<file path="src/rtl/apb_master.sv">
// apb_master: single-outstanding APB requester (IDLE/SETUP/ACCESS sequencer)
// that chains back-to-back commands without returning to IDLE.
// Optional feature macro: APB_MASTER_TIMEOUT_EN adds an ACCESS-phase timeout
// that aborts the transfer and reports it through rsp_err.
// Ports:
//   pclk, preset          clock, asynchronous active-high reset
//   cmd_valid/cmd_ready   command handshake; cmd_write/cmd_addr/cmd_wdata
//   rsp_valid             one-cycle completion pulse; rsp_rdata, rsp_err
//   psel/pen/pwrite/paddr/pwdata   APB request side
//   prdata/pready                  APB completion side
module apb_master #(
    parameter int DATA_WIDTH = 8,
    parameter int ADDR_WIDTH = 8,
    parameter int TIMEOUT    = 16
) (
    input  logic                  pclk,
    input  logic                  preset,
    input  logic                  cmd_valid,
    output logic                  cmd_ready,
    input  logic                  cmd_write,
    input  logic [ADDR_WIDTH-1:0] cmd_addr,
    input  logic [DATA_WIDTH-1:0] cmd_wdata,
    output logic                  rsp_valid,
    output logic [DATA_WIDTH-1:0] rsp_rdata,
    output logic                  rsp_err,
    output logic                  psel,
    output logic                  pen,
    output logic                  pwrite,
    output logic [ADDR_WIDTH-1:0] paddr,
    output logic [DATA_WIDTH-1:0] pwdata,
    input  logic [DATA_WIDTH-1:0] prdata,
    input  logic                  pready
);

    if (TIMEOUT < 2 || TIMEOUT > 255) begin : g_bad_timeout
        $error("apb_master: TIMEOUT must be in 2..255");
    end

    typedef enum logic [1:0] {
        IDLE   = 2'd0,
        SETUP  = 2'd1,
        ACCESS = 2'd2
    } state_t;

    state_t state, state_nx;
    logic   done;
    logic   accept;
    logic   abort;

`ifdef APB_MASTER_TIMEOUT_EN
    logic [7:0] tcnt;

    // Fires in the TIMEOUT-th consecutive ACCESS cycle without pready.
    assign abort = (state == ACCESS) && !pready
                && (tcnt == 8'(TIMEOUT - 1));

    // Held at zero outside ACCESS, so it restarts on every ACCESS entry.
    always_ff @(posedge pclk or posedge preset) begin
        if (preset) begin
            tcnt    <= 8'd0;
            rsp_err <= 1'b0;
        end else begin
            rsp_err <= abort;
            if (state != ACCESS)
                tcnt <= 8'd0;
            else if (!pready)
                tcnt <= tcnt + 8'd1;
        end
    end
`else
    assign abort   = 1'b0;
    assign rsp_err = 1'b0;
`endif

    always_comb begin
        state_nx  = state;
        psel      = 1'b0;
        pen       = 1'b0;
        done      = 1'b0;
        cmd_ready = 1'b0;
        accept    = 1'b0;
        unique case (state)
            IDLE: begin
                cmd_ready = !preset;
                accept    = cmd_valid && cmd_ready;
                if (accept)
                    state_nx = SETUP;
            end
            SETUP: begin
                psel     = 1'b1;
                state_nx = ACCESS;
            end
            ACCESS: begin
                psel      = 1'b1;
                pen       = 1'b1;
                done      = pready || abort;
                // The completing cycle doubles as the next accept slot.
                cmd_ready = done && !preset;
                accept    = cmd_valid && cmd_ready;
                if (done)
                    state_nx = accept ? SETUP : IDLE;
            end
            default: state_nx = IDLE;
        endcase
    end

    always_ff @(posedge pclk or posedge preset) begin
        if (preset) begin
            state     <= IDLE;
            pwrite    <= 1'b0;
            paddr     <= '0;
            pwdata    <= '0;
            rsp_valid <= 1'b0;
            rsp_rdata <= '0;
        end else begin
            state     <= state_nx;
            rsp_valid <= done;
            if (accept) begin
                pwrite <= cmd_write;
                paddr  <= cmd_addr;
                pwdata <= cmd_wdata;
            end
            // pwrite still describes the finishing transfer here.
            if (done && !abort && !pwrite)
                rsp_rdata <= prdata;
            else
                rsp_rdata <= '0;
        end
    end

endmodule
</file>
<file path="config.mk">
export PLATFORM = sky130hd
export DESIGN_NAME = apb_master
export DESIGN_NICKNAME = d
export VERILOG_FILES = /design/src/rtl/apb_master.sv
export SDC_FILE = /design/constraint.sdc
export NUM_CORES = 1
export LEC_CHECK = 0
export ABC_AREA = 1
export CORE_MARGIN = 5
export CORE_UTILIZATION = 29
export CTS_CLUSTER_DIAMETER = 30
export CTS_CLUSTER_SIZE = 12
export DETAILED_ROUTE_END_ITERATION = 10
export MAX_ROUTING_LAYER = met4
export PLACE_DENSITY = 0.69
export RECOVER_POWER = 50
export REMOVE_ABC_BUFFERS = 1
export SYNTH_ARGS = -nofsm -noshare
export SYNTH_HDL_FRONTEND = slang
export SYNTH_SLANG_ARGS = --single-unit
</file>
<file path="constraint.sdc">
create_clock -name pclk -period 2.6 [get_ports pclk]
set_input_delay 0.52 -clock pclk [delete_from_list [all_inputs] [get_ports pclk]]
set_output_delay 0.52 -clock pclk [all_outputs]
set_load 0.02 [all_outputs]
</file>
# Word level (Yosys, flattened, before mapping)
# Index checks and enable logic that the tools add are counted.
# op_classes
n_eq_ne	4
n_mux	10
n_reduce_logical	9
# op_table
op	n
$mux 8	1
$pmux 2 s3	1
$logic_and 1x1->1	4
$mux 1	4
$mux 2	2
$ne 2x2->1 const B	2
$pmux 1 s2	2
$eq 2x1->1 const B	1
$eq 2x2->1 const B	1
$logic_not 1->1	2
$logic_not 2->1	1
$reduce_and 2->1	1
$reduce_or 2->1	1
# word_totals
inputBits	29
reg_bits	28
elab_cells	29

# Depth between registers and ports, before layout
# depth
ltp_word	6
mapped_depth	8
depth_no_buf	7

# Least setup slack after synthesis
# OpenSTA, ideal clock, no wires.
# synth_path
path_type	register to output
from	reg state[0]
to	out cmd_ready
path_slack_ns	0.540
path_stages_with_launch	5
t_required_ns	2.080
arrival_ns	1.540
path_cell_list	dfrtp_1 inv_1 ha_1 nor2_1 a211oi_1
# synth_via
elab_chain_len	2
word_cells_on_any_way	3
# synth_rtl
element	line_no	rtl
start: declaration	45	state_t state, state_nx;
start signal: assignment	116	state <= state_nx;
$eq 2x2->1 / $logic_not 2->1 (equally long branches)	82	unique case (state)
$pmux 1 s2 (*)	82	
end: declaration	19	output logic cmd_ready,
# Every way passes the cells marked *; elsewhere a longest branch is shown, timed or not.

# Final worst setup path
# layout_path
from	reg state[0]
to	out pen
# layout_via
elab_chain_len	2
# layout_rtl
element	line_no	rtl
$eq 2x2->1	82	
$mux 1	82	
end: declaration	27	output logic pen,
# No other way between the ends.

==> impl_metrics.toml <==
[floorplanning]
dieArea_um2 = 5713
die_y_um = 75.59
die_w_um = 75.59
start_util_pct = 30.53
boundaryPins = 59
rows = 23
design.core.area_um2 = 4086

[timing]
drv_slew = 0
finalSetupTns_ns = 0
slew_headroom_pct = 56.58
fin_skew_ns = 0.002933
hold_viol = 0
fmax_mhz = 448.8
setup_ws_ns = 0.3720
min_period_over_period_pct = 85.69
setup_viol = 0
rsz0062_at_grt = "no"
worstMarginPinSlew_ns = 0.6496
layout_min_cycle_time_ns = 2.228

[detailed_routing]
routed_via_density = 4.229
avgRoutedWirePerCell_um = 12.11
wirelength_um = 2966
ant_nets = 0
drc_errors = 0
num_vias = 1036
drtIter0Drc = 40
first_pass_iters = 4

[setup_path]
arrival_ns = 1.71
path_max_fanout = 5
critical_path_class = "reg -> out"
r2r_cells = 7
crit_start = "state[0]$_DFFE_PP0P_"
end_kind = "output pin"
start_kind = "register"
reg2reg_slack_ns = 0.48
crit_path_end = "pen"
critical_path_required_ns = 2.08
r2r-start = "state[0]$_DFFE_PP0P_"
rr_endpoint = "pwdata[4]$_DFFE_PP0P_"

[global_route]
grt_pass1_vias = 1049
grt_first_pass_wirelength_um = 4836
grt_max_degree = 29
antenna_found_initial = 0
global_route.overflow_total = 0
grt_usage_pct = 11.23

[clocking]
clkTransAtPathRegs_ns = 0.10
cts_tree = "done"
clkLatencyLatePin_ns = 0.27
cts_sinks = 28
cts_buffers = 3
post_cts_buffers = 0
cts_htree_levels = 1
cts_buffer_depth = 2
clock-root-buffer = "clkbuf_8"
cts_hold_buf = 0
ctsResizeCount = 0

[place]
io_buffer_count = 57
post-place-ws_ns = 0.1244
dp.cells = 241
place_congestion = 0.8343
dp_hpwl_um = 2231

[final_layout]
final_cell_mix = "clkdlybuf4s50_1, nand2_1, dfrtp_1"
utilization_pct = 46.33
layout-drive-gt1-share_pct = 4.615
fin_nets = 231
syn_to_final_growth_pct = 51.76
antenna_cells = 0
final_cells = 245
mostFrequentLayoutCell = "clkdlybuf4s50_1"

[synth]
synth-seq-cells = 28
synthCells = 137
synthesis.area_um2 = 1247
yosys_warnings = 0
avgSynthCellArea_um2 = 9.105
seq_area_frac_synth_pct = 56.17
synth.distinct_cells = 17

[pwr]
p_per_area_nw_per_um2 = 973.4
vdd_drop_max_mv = 0.5022
cellLeakagePower_nw = 0.9774
power.total_mw = 1.843

[flow_run]
cap_violations = 0

[outcome]
status = "finished, final reports clean"

[min_path]
holdCritPathClass = "reg -> reg"
## state kept, by name, indices dropped and copies added, names as in the netlist
signal	cells
paddr	8
state	2
rsp_rdata	8
pwdata	8
pwrite	1
rsp_valid	1
## critical path, stage by stage, from the launching register on
cell             delay [ns]
dfrtp_1                0.42
inv_1                  0.13
ha_1                   0.25
clkdlybuf4s50_1        0.64
## power breakdown
group / internal, mW / switching [mW] / total [mW]
combinational: 0.402 / 0.509 / 0.911
clock: 0.135 / 0.134 / 0.269
sequential: 0.582 / 0.0807 / 0.662
total: 1.12 / 0.724 / 1.84
## Yosys cell counts
library cell,count,area share [%]
buf_2,1,0.40
buf_4,2,1.2
buf_6,2,1.8
nand2_2,1,0.50
nand2_4,1,0.90
or2_1,1,0.50
nand3_4,1,1.4
nand2_1,44,13
ha_1,6,6.0
nand3_1,19,7.6
a211oi_1,1,0.60
nor2_4,1,0.90
nor2_1,11,3.3
conb_1,1,0.30
dfrtp_1,28,56
inv_2,1,0.30
inv_1,16,4.8
## layout make-up
| class | count | area (um2) |
|---|---|---|
| Clock buffer | 4 | 55.05 |
| Fill cell | 404 | 2193 |
| Inverter | 17 | 63.81 |
| Multi-Input combinational cell | 87 | 422.9 |
| Sequential cell | 28 | 700.7 |
| Tap cell | 50 | 62.56 |
| Timing Repair Buffer | 59 | 588.1 |
## through the flow
stage          hold WS (ns)  cell area, um2
6_report             0.4802            1893
5_1_grt              0.5003            1893
4_1_cts              0.4829            1908
3_5_place_dp         0.4589            1853
3_3_place_gp         0.4527            1853
2_1_floorplan        0.4293            1205
## layer usage
layer | vias to the layer above | track usage, % | share of wire, %
li1 | 529 | - | -
met1 | 474 | 13.54 | 42
met2 | 31 | 19.65 | 51
met3 | 2 | 0.7916 | 6.3
met4 | 0 | 4.078 | 1.2
met5 | - | - | 0
## worst min path at each step
stage | start | endpoint | slack [ns] | cells past startpoint
after CTS | paddr[1]$_DFFE_PP0P_ | paddr[1]$_DFFE_PP0P_ | 0.48 | 2
after floorplan | preset | paddr[0]$_DFFE_PP0P_ | 0.43 | 1
after detailed placement | pwdata[2]$_DFFE_PP0P_ | pwdata[2]$_DFFE_PP0P_ | 0.46 | 2
after global placement | pwdata[2]$_DFFE_PP0P_ | pwdata[2]$_DFFE_PP0P_ | 0.45 | 2
after global routing | paddr[5]$_DFFE_PP0P_ | paddr[5]$_DFFE_PP0P_ | 0.50 | 2
final | paddr[4]$_DFFE_PP0P_ | paddr[4]$_DFFE_PP0P_ | 0.48 | 2
## cells by family (layout without fill, tap and decap cells)
kind of cell               Yosys count  count (layout)  synth area share [%]
and+or+nand+nor                     79              79                 28.39
AOI/OAI and AO/OA                    1               1                0.6020
DFF                                 28              28                 56.17
buffers and inverters               22              80                 8.525
other                                1               1                0.3006
adders and majority gates            6               6                 6.018
Note: power is estimated with default switching activity, not from simulation.
